--- src/rtl/receiver.sv ---
// receiver: parses 8-byte command frames from the host RX FIFO and unpacks
// little-endian burst payloads into 32-bit phase words.
module receiver #(
  parameter int TX_FIFO_LOAD_W = 13,
  parameter int RX_FIFO_LOAD_W = 13
) (
  input  logic                      clk,
  input  logic                      rst,
  input  logic [7:0]                rxfifo_data,
  input  logic                      rxfifo_valid,
  input  logic [RX_FIFO_LOAD_W-1:0] rxfifo_load,
  input  logic                      rxfifo_empty,
  output logic                      rxfifo_rd,
  input  logic [TX_FIFO_LOAD_W-1:0] txfifo_load,
  input  logic                      txfifo_full,
  output logic                      txfifo_wr,
  output logic [7:0]                txfifo_data,
  output logic                      read_error,
  output logic                      phase_parse_en,
  output logic                      phase_calib_en,
  output logic [31:0]               latest_data,
  output logic                      global_enable
);
  typedef enum logic {FRAME, BURST} state_t;
  state_t      state_q, state_d;
  logic [2:0]  idx_q, idx_d;
  logic [31:0] d_q, d_d;
  logic [7:0]  code_q, code_d;
  logic [31:0] n_q, n_d;
  logic [1:0]  cnt_q, cnt_d;
  logic [31:0] word_q, word_d;
  logic [31:0] latest_q, latest_d;
  logic        ge_q, ge_d;
  logic [7:0]  txd_q, txd_d;
  logic        txwr_q, txwr_d;
  logic        rerr_q, rerr_d;
  logic        pp_q, pp_d;
  logic        pc_q, pc_d;
  logic [31:0] packed_w;
  logic        unused_load;
  assign unused_load = ^{rxfifo_load, txfifo_load};
  assign rxfifo_rd = rst & ~rxfifo_empty;
  assign packed_w = word_q | ({24'd0, rxfifo_data} << {cnt_q, 3'b000});
  always_comb begin
    state_d  = state_q;
    idx_d    = idx_q;
    d_d      = d_q;
    code_d   = code_q;
    n_d      = n_q;
    cnt_d    = cnt_q;
    word_d   = word_q;
    latest_d = latest_q;
    ge_d     = ge_q;
    txd_d    = txd_q;
    txwr_d   = 1'b0;
    rerr_d   = 1'b0;
    pp_d     = 1'b0;
    pc_d     = 1'b0;
    if (rxfifo_valid && state_q == BURST) begin
      n_d    = n_q - 32'd1;
      cnt_d  = cnt_q + 2'd1;
      word_d = packed_w;
      // A word is emitted when full or when the burst runs out (upper bytes stay zero).
      if (cnt_q == 2'd3 || n_q == 32'd1) begin
        latest_d = packed_w;
        pp_d     = 1'b1;
        word_d   = '0;
        cnt_d    = '0;
      end
      if (n_q == 32'd1) begin
        state_d = FRAME;
        idx_d   = '0;
      end
    end else if (rxfifo_valid) begin
      idx_d = idx_q + 3'd1;
      if (idx_q == 3'd0 && rxfifo_data != 8'h55) idx_d = '0;
      if (idx_q >= 3'd1 && idx_q <= 3'd4) d_d = {rxfifo_data, d_q[31:8]};
      if (idx_q == 3'd5) code_d = rxfifo_data;
      if (idx_q == 3'd6 && rxfifo_data != 8'h00) begin
        rerr_d = 1'b1;
        idx_d  = '0;
      end
      if (idx_q == 3'd7) begin
        idx_d = '0;
        if (rxfifo_data != 8'hAA || code_q == 8'h00 || code_q > 8'h04) rerr_d = 1'b1;
        else begin
          txwr_d = ~txfifo_full;
          txd_d  = txfifo_full ? txd_q : code_q;
          case (code_q)
            8'h01: begin latest_d = d_q; pp_d = 1'b1; end
            8'h03: begin latest_d = d_q; pc_d = 1'b1; end
            8'h02: begin
              n_d     = d_q;
              state_d = (d_q != 32'd0) ? BURST : FRAME;
              cnt_d   = '0;
              word_d  = '0;
            end
            default: ge_d = d_q[0];
          endcase
        end
      end
    end
  end
  always_ff @(posedge clk) begin
    if (!rst) begin
      state_q  <= FRAME;
      idx_q    <= '0;
      d_q      <= '0;
      code_q   <= '0;
      n_q      <= '0;
      cnt_q    <= '0;
      word_q   <= '0;
      latest_q <= '0;
      ge_q     <= 1'b0;
      txd_q    <= '0;
      txwr_q   <= 1'b0;
      rerr_q   <= 1'b0;
      pp_q     <= 1'b0;
      pc_q     <= 1'b0;
    end else begin
      state_q  <= state_d;
      idx_q    <= idx_d;
      d_q      <= d_d;
      code_q   <= code_d;
      n_q      <= n_d;
      cnt_q    <= cnt_d;
      word_q   <= word_d;
      latest_q <= latest_d;
      ge_q     <= ge_d;
      txd_q    <= txd_d;
      txwr_q   <= txwr_d;
      rerr_q   <= rerr_d;
      pp_q     <= pp_d;
      pc_q     <= pc_d;
    end
  end
  assign txfifo_wr      = txwr_q;
  assign txfifo_data    = txd_q;
  assign read_error     = rerr_q;
  assign phase_parse_en = pp_q;
  assign phase_calib_en = pc_q;
  assign latest_data    = latest_q;
  assign global_enable  = ge_q;
endmodule

--- config.mk ---
export PLATFORM = sky130hd
export DESIGN_NAME = receiver
export DESIGN_NICKNAME = d
export VERILOG_FILES = /design/src/rtl/receiver.sv
export SDC_FILE = /design/constraint.sdc
export NUM_CORES = 1
export LEC_CHECK = 0
export BUFFER_PORTS_ARGS = -buffer_cell sky130_fd_sc_hd__clkbuf_2
export CORE_MARGIN = 2
export CORE_UTILIZATION = 55
export CTS_BUF_LIST = sky130_fd_sc_hd__clkbuf_8
export CTS_CLUSTER_SIZE = 24
export DETAILED_ROUTE_END_ITERATION = 7
export GPL_ROUTABILITY_DRIVEN = 1
export PLACE_DENSITY_LB_ADDON = 0.15
export SETUP_SLACK_MARGIN = 0.4
export SYNTH_ARGS = -nofsm -noshare
export SYNTH_HDL_FRONTEND = slang
export SYNTH_SLANG_ARGS = --single-unit
export TNS_END_PERCENT = 50
--- constraint.sdc ---
create_clock -name clk -period 2.68 [get_ports clk]
set_clock_uncertainty 0.2 [all_clocks]
set_input_delay 0.536 -clock clk [delete_from_list [all_inputs] [get_ports clk]]
set_output_delay 0.536 -clock clk [all_outputs]
set_load 0.1 [all_outputs]
# Yosys cells after proc, flatten, opt, wreduce, memory -nomap -nowiden

Cells that the tools add are included.

Latch bits: 0
Memory bits (read-only): 0
Memory bits (writable): 0
Register bits: 155
Bits of input ports: 39
Memories: 0

Multiplexer cells: 46
Equal/unequal tests: 13
Bitwise operators: 10
Multipliers: 0
Div/mod/pow operators: 0
$lt $le $gt $ge: 3
$add $sub $neg: 3
Shift operators: 1
Reduce and logical (&&, ||, !) cells: 27

Operators with widths:

| operator              | number |
|---|---|
| $mux 32               | 17 |
| $eq 32x1->1 const B   | 1 |
| $or 32x32->32         | 1 |
| $reduce_bool 32->1    | 1 |
| $shl 8x5->32          | 1 |
| $sub 32x1->32 const B | 1 |
| $reduce_and 5->1      | 4 |
| $mux 3                | 6 |
| $mux 1                | 17 |
| $eq 8x2->1 const B    | 2 |
| $mux 2                | 6 |
| $eq 3x3->1 const B    | 3 |
| $eq 8x1->1 const B    | 1 |
| $gt 8x3->1 const B    | 1 |
| $logic_not 8->1       | 1 |
| $ne 8x7->1 const B    | 1 |
| $ne 8x8->1 const B    | 1 |
| $not 1->1             | 8 |
| $reduce_bool 2->1     | 4 |
| $reduce_bool 8->1     | 1 |
| $reduce_and 3->1      | 2 |
| $reduce_or 3->1       | 2 |
| $reduce_or 5->1       | 1 |
| $logic_and 1x1->1     | 4 |
| 13 further kinds      | 16 |

# Logic depth before layout (Yosys ltp)

Gate-level depths: netlist (run 1).

Word-level depth: 7
Depth in mapped cells: 8
Mapped depth without buffers: 7

# Least setup slack after synthesis (run 1)

Ideal clock, no wire load.

Path type: input port to output port
Start: input rst
End: output rxfifo_rd
Cell stages on the path: 3
Data arrival time: 2.200 ns
Path slack: -0.256 ns
Path through: clkinv_1 > clkbuf_1 > nor2_1

Longest elaborated chain between the ends: 1

RTL lines:

| what            | line | RTL |
|---|---|---|
| start, declared | 8    | `input logic rst,` |
| $and 1x1->1     | 42   | `assign rxfifo_rd = rst & ~rxfifo_empty;` |
| end, declared   | 13   | `output logic rxfifo_rd,` |

No other way between the ends.

# Worst setup path after layout (run 1)

Start: register n_q[16]
End: register n_q[29]

Longest elaborated chain between the ends: 2

RTL lines:

| what                   | line | RTL |
|---|---|---|
| start, declared        | 29   | `logic [31:0] n_q, n_d;` |
| start signal, assigned | 125  | `n_q <= n_d;` |
| $sub 32x1->32          | 60   | `n_d = n_q - 32'd1;` |
| $mux 32                | 59   | `if (rxfifo_valid && state_q == BURST) begin` |

No other way between the ends.
A chain may end at the register's enable or synchronous reset.

==> results of run 1 <==
report_power, final:
part           switching [mW]  internal, mW
Clock                   0.898         0.713
Sequential           0.000195          2.30
Combinational           0.106        0.0358
layout make-up:
type	count	area, µm²
inverters	7	26.28
fillers	1082	4194
clock inverters	14	108.9
flip-flops and latches	155	3114
clock buffers	17	234.0
well taps	172	215.2
repair buffers	110	849.6
multi-input cells	649	3929
critical path, cell delays in order (launching register included):
cell      delay (ns)
dfxtp_2         0.35
or4_4           0.56
or4_4           0.48
or4_4           0.53
nand4_1         0.11
o311ai_2        0.11
timing repair:
action,CTS,global route
endpoints found under the setup margin,88,106
buffers inserted,9,4
gates resized for setup,24,13
pin swaps,11,2
gates cloned,1,3
sequential cells by signal, indices dropped and copies added, names as in the netlist, 2 cells and up:
| signal | flops |
|---|---|
| txfifo_data | 8 |
| cnt_q | 2 |
| d_q | 32 |
| n_q | 32 |
| code_q | 8 |
| idx_q | 3 |
| latest_data | 32 |
| word_q | 32 |
final timing paths:
path / from / endpoint / slack (ns) / depth (start not counted)
setup / recovery: n_q[16]$_SDFFE_PN0P_ / n_q[29]$_SDFFE_PN0P_ / 0.21 / 5
setup reg to reg: n_q[16]$_SDFFE_PN0P_ / n_q[29]$_SDFFE_PN0P_ / 0.21 / 5
hold / removal: txfifo_full / txfifo_wr$_SDFF_PP0_ / 0.04 / 2
hold reg to reg: latest_data[14]$_SDFFE_PN0P_ / latest_data[14]$_SDFFE_PN0P_ / 0.26 / 2
kinds of logic (layout without fill, tap and decap cells):
family / count (synthesis) / in the layout / share of synthesized area [%]
buffers and inverters: 77 / 148 / 4.467
AO/OA/AOI/OAI: 227 / 227 / 20.21
AND/OR/NAND/NOR: 373 / 373 / 24.92
adder cells (fa/ha/maj): 8 / 8 / 1.396
flip-flops: 155 / 155 / 43.27
multiplexers: 39 / 39 / 5.496
XOR/XNOR: 2 / 2 / 0.2443
metal layers:
layer  part of all wire, %  wire, µm
met5                     0         0
met4                   2.5       546
met3                   8.6      1901
met2                    48     10680
met1                    41      8961
synthesized netlist by cell type (4+ instances only):
cell type	number	area (µm²)
or4_1	7	52.55
nor2_1	55	206.5
nor2b_1	4	25.02
and2_1	6	37.54
nor3_1	31	155.2
a22oi_1	27	202.7
inv_1	6	22.52
or3_1	12	75.07
dfxtp_1	155	3103
and3_1	8	50.05
or4_4	4	45.04
a31oi_1	17	106.4
nor3b_1	5	37.54
mux2i_1	36	360.4
o211ai_1	29	217.7
and4_1	5	43.79
nor4_1	13	81.33
clkbuf_1	59	221.5
ha_1	8	100.1
a21oi_1	93	465.5
buf_2	4	20.02
o21ai_0	18	90.09
nand4_1	11	68.82
nand2_1	174	653.1
nand3_1	21	105.1
o21a_1	6	45.04
stage by stage:
step                hold WS, ns  instance area, µm²  cells  setup WS, ns
CTS                     0.01636                8333   1117        0.2212
floorplan                0.2354                7246    881        0.3307
finish                  0.03766                8477   1124        0.2077
detailed placement       0.2515                7806   1076        0.1324
global placement         0.2452                7806   1076        0.2012
global route            0.04450                8477   1124        0.1659
==> out/results.ini, run 1 <==
[finish]
antenna_cells = 0
finalNetCount = 987
area_delta_synth_final_pct = 18.22
final_common_cell = nand2_1
final_cell_mix = nand2_1, dfxtp_1, a21oi_1, clkbuf_2, nor2_1
final_util_pct = 66.90
drive_above_1_share_pct = 20.17

[global_route]
antenna_found_initial = 0
track_usage_pct = 30.96
grt_busiest_layer = met2
grt_max_degree = 96
grt_pass1_wl_um = 34590
grt_pass1_vias = 6690
use_met3_pct = 6.612
grt_use_met2_pct = 49.17
grt-ovfl-total = 0
met1_usage_pct = 41.08

[detailed_routing]
route.detailed.drc = 0
detail-route-antenna-nets = 0
avgViaCountPerCell = 6.322
drtIter0Drc = 820
wire_per_inst_um = 19.65
drt-total-wl_um = 22090
dr.pass1.iters = 6
dr_total_vias = 7106

[clock_tree]
cts_htree_levels = 4
clockBufferDepth = 2
cts_root_buffer = clkbuf_8
clkSinkCount = 155
clk_pin_slew_worst_paths_ns = 0.09
numCtsBuffers = 17
tritoncts = built
clk_latency_ns = 0.48
hold_buffers = 0

[place]
place.gp.congestion = 0.8789
dp_hpwl_um = 14130
portBuffers = 58

[sta]
hold_viol_final = 0
rsz0062_at_grt = yes
worst_pin_slew_ns = 0.6779
setup_tns_ns = 0
max_freq_mhz = 404.5
drv_slew = 0
period_share_pct = 92.25
final-setup-viol-count = 0
slew_headroom_pct = 54.39
fin_crit_ns = 2.472

[yosys]
synth-seq-cells = 155
netlist_area_um2 = 7171
syn-num-nets = 928
ys_types = 67
ys_seq_area_share_pct = 43.27
synth_edf_count = 0
syn_avg_cell_area_um2 = 8.139
async_reset_ff_share_pct = 0
synth-main-ff-cell = dfxtp_1
syn_inst = 881
yosysWarnings = 0

[floorplanning]
die_x_um = 118.2
initial_utilization_pct = 56.59
design.core.area_um2 = 12670
num_rows = 41
pin_count = 85
die_area_um2 = 13970
die-height_um = 118.2

[power]
power_density_nw_per_um2 = 478.1
p_leak_nw = 3.315
p_total_mw = 4.053
ir_worst_vdd_mv = 0.4415

[setup_path]
critical_path_class = register to register
end_kind = register
cp_data_arrival_time_ns = 2.61
cp.required_ns = 2.82
start_kind = register
crit_fanout = 6

[run]
cap_violations = 0

[worst_hold_path]
hp-class = primary input to register

[run_status]
outcome = completed

(Power assumes the default switching activity.)
==> run 2, diff against run 1 <==
--- a/config.mk
+++ b/config.mk
@@ -5,6 +5,7 @@
 export SDC_FILE = /design/constraint.sdc
 export NUM_CORES = 1
 export LEC_CHECK = 0
+export ABC_AREA = 1
 export BUFFER_PORTS_ARGS = -buffer_cell sky130_fd_sc_hd__clkbuf_2
 export CORE_MARGIN = 2
 export CORE_UTILIZATION = 55
==> out/results.ini, run 2 <==
[yosys]
synth_compound_area_share_pct = 13.39  ; -6.8 points
synth_common_cells = nand2_1, nor2_1, dfxtp_1, inv_1, a21oi_1
synth_top_family_by_area = simple AND/OR/NAND/NOR gates
synthMuxAreaShare_pct = 0  ; -5.5 points
synth-main-ff-cell = dfxtp_1
ys_types = 30  ; -55%
synth-xor-area-share_pct = 0.4212  ; +0.18 points
async_reset_ff_share_pct = 0  ; unchanged
synth.most_common_cell = nand2_1
syn_avg_cell_area_um2 = 6.189  ; -24%
yosysWarnings = 0  ; unchanged
netlist_area_um2 = 8318  ; +16%
ys_seq_area_share_pct = 37.30  ; -6.0 points
synth.area.top_cells = dfxtp_1, nand2_1, nor2_1
synth_top_area_cell = dfxtp_1
synth_edf_count = 0  ; unchanged
synthAdderAreaFrac_pct = 1.203  ; -0.19 points
yosys.area_share.simple_pct = 38.52  ; +14 points
syn-num-nets = 1391  ; +50%
synth_top_area_share_pct = 37.30  ; -6.0 points
syn_inst = 1344  ; +53%
synth-seq-cells = 155  ; unchanged

[sta]
setup_tns_ns = 0  ; unchanged
hold_viol_final = 0  ; unchanged
slew_headroom_pct = 62.43  ; +8.0 points
rsz0062_at_grt = yes
final-setup-viol-count = 0  ; unchanged
max_freq_mhz = 460.4  ; +14%
drv_slew = 0  ; unchanged
period_share_pct = 81.05  ; -11 points
worst_pin_slew_ns = 0.5660  ; -0.1119 ns
fin_crit_ns = 2.172  ; -0.3002 ns

[finish]
finalNetCount = 1414  ; +43%
final_cell_mix = nand2_1, nor2_1, dfxtp_1, inv_1, a21oi_1
postLayoutCellArea_um2 = 9175  ; +8.2%
area_delta_synth_final_pct = 10.30
drive_above_1_share_pct = 9.348  ; -11 points
final_common_cell = nand2_1
nFillCells = 1462  ; +35%
antenna_cells = 0  ; unchanged

[setup_path]
slowest_stage = dfxtp_1
worstPathCellList = nor2_1 > nand2_1 > nor2_1 > buf_4 > nand2_1 > nor2_1 > clkinv_1 > buf_4 > nand3_1 > a21oi_1
max_stage_delay_ns = 0.36  ; -0.20 ns
path_buf_inv = 3  ; +3
critical_path_class = register to register
crit_fanout = 34  ; +28
cp.required_ns = 2.82  ; about the same
end_kind = register
cp_top_family = simple AND/OR/NAND/NOR gates
cp_common_cell = nor2_1
start_kind = register
cp_data_arrival_time_ns = 2.31  ; -0.30 ns

[clock_tree]
clk_pin_slew_worst_paths_ns = 0.09  ; about the same
clk_latency_ns = 0.48  ; about the same
clkSinkCount = 155  ; unchanged
cts_htree_levels = 4  ; unchanged
tritoncts = built
clockBufferDepth = 2  ; unchanged
hold_buffers = 0  ; unchanged
numCtsBuffers = 17  ; unchanged
cts_root_buffer = clkbuf_8

[floorplanning]
initial_utilization_pct = 56.80  ; +0.21 points
die_area_um2 = 16120  ; +15%
num_rows = 44  ; +7.3%
die-height_um = 127.0  ; +7.4%
pin_count = 85  ; unchanged
design.core.area_um2 = 14640  ; +16%
die_x_um = 127.0  ; +7.4%

[run_status]
outcome = completed

[place]
dp_hpwl_um = 16970  ; +20%
place.gp.congestion = 0.9483  ; +7.9%
postPlaceCellArea_um2 = 8755  ; +12%
portBuffers = 58  ; unchanged

[detailed_routing]
avgViaCountPerCell = 5.501  ; -13%
dr.pass1.iters = 6  ; unchanged
detail-route-antenna-nets = 0  ; unchanged
drtIter0Drc = 986  ; +20%
drt-total-wl_um = 24660  ; +12%
route.detailed.drc = 0  ; unchanged
wire_per_inst_um = 15.77  ; -20%
dr_total_vias = 8603  ; +21%

[run]
cap_violations = 0  ; unchanged

[power]
p_total_mw = 4.247  ; +4.8%
power_density_nw_per_um2 = 462.9  ; -3.2%
ir_worst_vdd_mv = 0.4017  ; -9.0%
p_leak_nw = 4.597  ; +39%

[global_route]
met1_usage_pct = 44.59  ; +3.5 points
grt_busiest_layer = met1
grt_use_met2_pct = 44.18  ; -5.0 points
grt_pass1_vias = 7483  ; +12%
grt_max_degree = 108  ; +13%
grt-ovfl-total = 0  ; unchanged
use_met3_pct = 7.370  ; +0.76 points
track_usage_pct = 30.85  ; -0.11 points
antenna_found_initial = 0  ; unchanged
grt_pass1_wl_um = 39230  ; +13%

[worst_hold_path]
hp-class = primary input to register

## run 2: final timing paths
| kind | end | cells after the start | start | slack, ns |
|---|---|---|---|---|
| worst max-delay path | word_q[11]$_SDFFE_PN0P_ | 10 | n_q[12]$_SDFFE_PN0P_ | 0.51 |
| worst min-delay path | txfifo_wr$_SDFF_PP0_ | 2 | txfifo_full | 0.04 |
| worst max register to register | word_q[11]$_SDFFE_PN0P_ | 10 | n_q[12]$_SDFFE_PN0P_ | 0.51 |
| worst min register to register | txfifo_data[3]$_SDFFE_PN0P_ | 2 | txfifo_data[3]$_SDFFE_PN0P_ | 0.24 |
## run 2: cell type report
cell class / instances / area (µm²) / share of cell area, %
Clock inverter: 13 / 141.4 / 1.541
Clock buffer: 19 / 261.5 / 2.850
Inverter: 112 / 420.4 / 4.582
Multi-Input combinational cell: 1002 / 4477 / 48.79
Sequential cell: 155 / 3103 / 33.82
Tap cell: 184 / 230.2 / 2.509
Timing Repair Buffer: 79 / 541.8 / 5.905
## run 2: where the power goes
part,internal [mW],switching (mW),total (mW)
registers,2.30,0.000801,2.30
logic,0.0289,0.0972,0.126
clock network,0.880,0.939,1.82
## run 2: routing by layer
layer / wire length (µm) / vias up
met5: 0 / -
met4: 862 / 0
met3: 2181 / 55
met2: 10470 / 349
met1: 11140 / 3859
li1: - / 4340
## run 2: per-stage QoR
stage / std cells / worst slack, ns / hold slack (ns) / util (%)
3_3_place_gp: 1532 / 0.3830 / 0.2256 / 59.78
3_5_place_dp: 1532 / 0.3652 / 0.2296 / 59.78
6_report: 1564 / 0.5079 / 0.03871 / 62.65
5_1_grt: 1564 / 0.3459 / 0.03587 / 62.65
2_1_floorplan: 1344 / 0.4932 / 0.2368 / -
4_1_cts: 1564 / 0.4808 / 0.02220 / 62.53
## run 2: worst register-to-register path, stage by stage, from the launching register on
cell and delay (ns):
dfxtp_1 0.36, nor2_1 0.15, nand2_1 0.09, nor2_1 0.25
buf_4 0.19, nand2_1 0.05, nor2_1 0.19, clkinv_1 0.10
buf_4 0.26, nand3_1 0.12, a21oi_1 0.08
## run 2: what timing repair did
| item | CTS | global route |
|---|---|---|
| buffers inserted | 0 | 0 |
| endpoints found under the setup margin | 0 | 39 |
| endpoints found under the hold margin | 0 | 0 |
| gates resized for setup | 0 | 5 |
## run 2: cells by family after synthesis
group	Yosys count
simple gates	784
compound gates	206
buf+inv	187
flops	155
fa+ha+maj	8
xor+xnor	4
